[src/rtl/uart_cfg_sequencer.sv]
// APB master that atomically reprograms the UART SE/BR registers once the line is quiet:
// SE with enable cleared, then BR, then SE with its final value.
module uart_cfg_sequencer #(
  parameter logic [31:0] BASE_ADDR = 32'h0000_0000,  // 32-byte aligned
  parameter int          TIMEOUT   = 64              // 2..255
) (
  input  logic        pclk,
  input  logic        preset,
  input  logic        cfg_start,
  input  logic [2:0]  cfg_se,
  input  logic [7:0]  cfg_br,
  input  logic        uart_busy,
  output logic        cfg_busy,
  output logic        cfg_done,
  output logic [1:0]  cfg_err,
  output logic [1:0]  cfg_err_step,
  output logic        psel,
  output logic        penable,
  output logic        pwrite,
  output logic [31:0] paddr,
  output logic [31:0] pwdata,
  output logic [3:0]  pstrb,
  input  logic        pready,
  input  logic        pslverr
);

  typedef enum logic [2:0] {IDLE, WAIT_QUIET, SETUP, ACCESS, DONE} state_t;

  localparam logic [7:0] TMO_LAST = 8'(TIMEOUT - 1);
  localparam logic [1:0] ERR_OK   = 2'b00;
  localparam logic [1:0] ERR_SLV  = 2'b01;
  localparam logic [1:0] ERR_TMO  = 2'b10;

  state_t      state;
  logic [1:0]  step;
  logic [7:0]  timer;
  logic [2:0]  se_q;
  logic [7:0]  br_q;
  logic [1:0]  step_nxt;

  assign step_nxt = step + 2'd1;

  function automatic logic [31:0] step_addr(input logic [1:0] s);
    return BASE_ADDR + ((s == 2'd1) ? 32'h8 : 32'h4);
  endfunction

  // Step 0 writes SE with the enable bit forced low so BR changes on a disabled UART.
  function automatic logic [31:0] step_wdata(input logic [1:0] s, input logic [2:0] se,
                                             input logic [7:0] br);
    case (s)
      2'd0:    return {29'b0, se[2:1], 1'b0};
      2'd1:    return {24'b0, br};
      default: return {29'b0, se};
    endcase
  endfunction

  always_ff @(posedge pclk) begin
    if (preset) begin
      state        <= IDLE;
      step         <= 2'd0;
      timer        <= 8'd0;
      se_q         <= 3'd0;
      br_q         <= 8'd0;
      cfg_busy     <= 1'b0;
      cfg_done     <= 1'b0;
      cfg_err      <= ERR_OK;
      cfg_err_step <= 2'd0;
      psel         <= 1'b0;
      penable      <= 1'b0;
      pwrite       <= 1'b0;
      paddr        <= 32'd0;
      pwdata       <= 32'd0;
      pstrb        <= 4'd0;
    end else begin
      cfg_done <= 1'b0;
      case (state)
        IDLE: begin
          if (cfg_start) begin
            se_q         <= cfg_se;
            br_q         <= cfg_br;
            cfg_err      <= ERR_OK;
            cfg_err_step <= 2'd0;
            step         <= 2'd0;
            cfg_busy     <= 1'b1;
            state        <= WAIT_QUIET;
          end
        end
        WAIT_QUIET: begin
          if (!uart_busy) begin
            psel    <= 1'b1;
            penable <= 1'b0;
            pwrite  <= 1'b1;
            pstrb   <= 4'hF;
            paddr   <= step_addr(step);
            pwdata  <= step_wdata(step, se_q, br_q);
            timer   <= 8'd0;
            state   <= SETUP;
          end
        end
        SETUP: begin
          penable <= 1'b1;
          state   <= ACCESS;
        end
        ACCESS: begin
          // pready wins over an expiring timer in the same cycle
          if (pready) begin
            if (pslverr || step == 2'd2) begin
              if (pslverr) begin
                cfg_err      <= ERR_SLV;
                cfg_err_step <= step;
              end
              psel     <= 1'b0;
              penable  <= 1'b0;
              pwrite   <= 1'b0;
              pstrb    <= 4'd0;
              paddr    <= 32'd0;
              pwdata   <= 32'd0;
              cfg_done <= 1'b1;
              state    <= DONE;
            end else begin
              step    <= step_nxt;
              penable <= 1'b0;
              paddr   <= step_addr(step_nxt);
              pwdata  <= step_wdata(step_nxt, se_q, br_q);
              timer   <= 8'd0;
              state   <= SETUP;
            end
          end else if (timer == TMO_LAST) begin
            cfg_err      <= ERR_TMO;
            cfg_err_step <= step;
            psel         <= 1'b0;
            penable      <= 1'b0;
            pwrite       <= 1'b0;
            pstrb        <= 4'd0;
            paddr        <= 32'd0;
            pwdata       <= 32'd0;
            cfg_done     <= 1'b1;
            state        <= DONE;
          end else begin
            timer <= timer + 8'd1;
          end
        end
        DONE: begin
          cfg_busy <= 1'b0;
          state    <= IDLE;
        end
        default: begin
          cfg_busy <= 1'b0;
          state    <= IDLE;
        end
      endcase
    end
  end

endmodule
[config.mk]
export PLATFORM = sky130hd
export DESIGN_NAME = uart_cfg_sequencer
export DESIGN_NICKNAME = d
export VERILOG_FILES = /design/src/rtl/uart_cfg_sequencer.sv
export SDC_FILE = /design/constraint.sdc
export NUM_CORES = 1
export LEC_CHECK = 0
export ABC_AREA = 0
export CAP_MARGIN = 25
export CORE_ASPECT_RATIO = 1.4
export CORE_MARGIN = 2
export CORE_UTILIZATION = 44
export CTS_CLUSTER_SIZE = 24
export DETAILED_ROUTE_END_ITERATION = 7
export PLACE_DENSITY = 0.8
export SYNTH_ARGS = -nofsm -noshare
export SYNTH_HDL_FRONTEND = slang
export SYNTH_SLANG_ARGS = --single-unit
export TNS_END_PERCENT = 100
[constraint.sdc]
create_clock -name pclk -period 2.2 [get_ports pclk]
set_clock_uncertainty 0.15 [all_clocks]
set_input_delay 0.44 -clock pclk [delete_from_list [all_inputs] [get_ports pclk]]
set_output_delay 0.44 -clock pclk [all_outputs]
set_load 0.1 [all_outputs]
==> results.yml <==
sta:
  remaining_max_slew_budget_at_the_tightest_pin_pct: 60.2
  finalCriticalPeriod_ns: 2.05
  worst-slew-pin-transition_ns: 0.596
  setup_repair_after_global_routing_missed_its_margin: "false"
  fin_crit_sh_pct: 93.2
  finalMaxSlewViolations: 0
  layout_setup_ws_ns: 0.149
  hold_viol_final: 0
  setup_violations: 0
  max_freq_ghz: 0.488
die:
  fp.dieArea_um2: 6300
  io_pins: 94
  design.core.area_um2: 5490
  fp.dieH_um: 93.1
  cell_rows: 32
  initial_core_util_pct: 45.5
  die_width_um: 67.6
routing:
  top_signal_layer_used: "met4"
  routed-wl-met3_um: 312
  wirelength_um: 5170
  vias: 1998
  met2RoutedLength_um: 2690
  avgViaCountPerCell: 4.97
  count_of_routing_violations_after_the_opening_detailed_route_iteration: 147
  drt_first_pass_iters: 4
  ant_nets: 0
  wl_met1_um: 2060
  wl_per_cell_um: 12.9
  drt_drc_violations_left: 0
logic_synthesis:
  async_flop_share_pct: 0
  syn_inst: 295
  ys_warn_count: 0
  primary_ff_master_synth: "dfxtp_1"
  synthesis.area_per_instance_um2: 8.46
  share_of_synthesized_area_occupied_by_flip_flops_and_latches_pct: 33.7
  postSynthRegisterBits: 42
  synth-edff-count: 0
  post_synth_num_cell_types: 51
  synth.cell_area_um2: 2490
clock_network:
  cts-htree-levels: 2
  clock_sinks: 42
  post_cts_resized: 0
  cts-root-buf: "clkbuf_8"
  tritoncts: "yes"
  clock_pin_slew_of_the_registers_on_the_worst_case_setup_and_hold_paths_ns: 0.08
  cts_hold_buffers: 0
  cts.repair_timing.setup_buffer_count: 0
  number_of_buffers_added_by_the_clock_tree_synthesis_step: 5
  insertion_delay_ns: 0.30
  ctsLongestPathBuffers: 2
critical_path:
  worst-path-max-fanout: 5
  path_cells: "inv_1, ha_1, or3b_1, nor3_1, a22oi_1, o211ai_1"
  critPathKind: "reg2reg"
  critPathCaptureType: "flip-flop"
  timing.critical_path.required_ns: 2.27
  critical_path.startpoint_type: "flip-flop"
  worst_path_largest_cell_delay_ns: 0.44
  slowest_stage: "or3b_1"
  crit_arrival_ns: 2.13
placed_design:
  post_dp_cell_area_um2: 2800
  portBuffers: 39
  pre_cts_slack_ns: -0.0538
  routabilityCongestion: 0.870
  dpl.hpwl_um: 4110
global_routing:
  grt_antenna_before_repair: 0
  grt_first_pass_wirelength_um: 8460
  grt.total_usage_pct: 17.3
  globalRouteOverflowTotal: 0
  grt_pass1_vias: 1885
  pin_count_of_the_biggest_net_entering_global_routing: 16
flow_run:
  cap_viol_max_count: 0
hold_path:
  hold_class: "reg2reg"
power_and_ir_drop:
  power.total_w: 0.00208
  cellLeakagePower_nw: 1.17
  pwr_density_cell_nw_per_um2: 723
  vdd.ir_drop.worst_uv: 349
cells_and_area:
  synthToLayoutAreaGrowth_pct: 15.5
  final_area_um2: 2880
  share_of_cells_above_drive_strength_1_pct: 17.7
  antenna_diode_instance_count: 0
  final_net_count: 355
  postLayoutCoreUtil_pct: 52.5
status:
  outcome: "complete, no violations"
cell families after synthesis:
kind of cell | synth area share [%]
multiplexers | 1.20
AND/OR/NAND/NOR | 18.2
adder cells (fa/ha/maj) | 2.51
buffers and inverters | 23.1
flip-flops | 33.7
AO/OA/AOI/OAI | 21.2
other | 0.150
cell usage after synthesis, drive strengths merged (2+ instances only):
cell type	number	area, µm²
nand3b	2	27.5
o211ai	5	37.5
a211o	2	17.5
nor3	7	35.0
ha	5	62.6
a311oi	5	56.3
a21oi	30	150
inv	6	22.5
mux2i	3	30.0
a31oi	4	25.0
nand2	35	134
nand3	7	35.0
nand2b	6	37.5
nor2	4	15.0
and4bb	3	41.3
o2111ai	5	43.8
clkbuf	8	31.3
dfxtp	42	841
a211oi	5	42.5
a22oi	2	15.0
buf	70	519
and3	7	43.8
o21ai	13	65.1
layout by cell type (no fill, tap or decap), drive strengths merged, types with 2 or more instances in the layout:
master | netlist | layout
conb | 1 | 54
dfxtp | 42 | 42
buf | 70 | 40
nand2 | 35 | 35
a21oi | 30 | 30
clkdlybuf4s50 | 0 | 16
o21ai | 13 | 13
and3 | 7 | 7
nand3 | 7 | 7
nor3 | 7 | 7
inv | 6 | 6
nand2b | 6 | 6
clkbuf | 8 | 6
o2111ai | 5 | 5
o211ai | 5 | 5
ha | 5 | 5
a211oi | 5 | 5
a311oi | 5 | 5
nor2 | 4 | 4
a31oi | 4 | 4
mux2i | 3 | 3
and4bb | 3 | 3
clkinv | 1 | 3
a211o | 2 | 2
a22oi | 2 | 2
nand3b | 2 | 2
where the power goes:
group          leakage, nW  internal (W)  switching (W)
Clock               0.0452      0.000224       0.000271
Sequential           0.341      0.000788      0.0000313
Combinational        0.783      0.000139       0.000631
Total                 1.17       0.00115       0.000933
metal layers:
layer | vias to the layer above | GRT usage [%]
met3 | 8 | 2.89
met4 | 0 | 7.48
met2 | 85 | 30.6
met5 | - | 0
met1 | 903 | 20.0
li1 | 1002 | -
area by class of cell:
cell class,instances,area [µm²]
inverter,7,26.3
sequential,42,841
multi-input combinational,221,1280
timing repair buffer,56,561
clock buffer,6,72.6
tap,68,85.1
clock inverter,2,13.8
fill,510,2600
final timing paths:
path / start / end / slack, ns / cells past startpoint
worst min register to register: br_q[0] / br_q[0] / 0.31 / 2
worst min-delay path: br_q[0] / br_q[0] / 0.31 / 2
worst max-delay path: step[0] / pwdata[2] / 0.15 / 6
worst max register to register: step[0] / pwdata[2] / 0.15 / 6
state kept, by name, summed over array words and instances, names as in the netlist, 2 cells and up:
| signal | flops |
|---|---|
| paddr | 2 |
| se_q | 3 |
| pwdata | 8 |
| timer | 8 |
| step | 2 |
| br_q | 8 |
| cfg_err | 2 |
| state | 3 |
| cfg_err_step | 2 |
through the flow:
step	TNS, ns	cells	hold slack, ns
global placement	-0.0330	394	0.296
detailed placement	-0.132	394	0.303
CTS	0	402	0.314
floorplan	0	348	0.283
finish	0	402	0.307
global route	0	402	0.331
critical path, delay by kind of cell, from the launching register on:
family,cells,cell delay (ns)
AOI/OAI and AO/OA,2,0.32
adders and majority gates,1,0.25
buffers and inverters,1,0.11
DFF,1,0.42
and+or+nand+nor,2,0.73
Power figures use the tool's default switching activity.
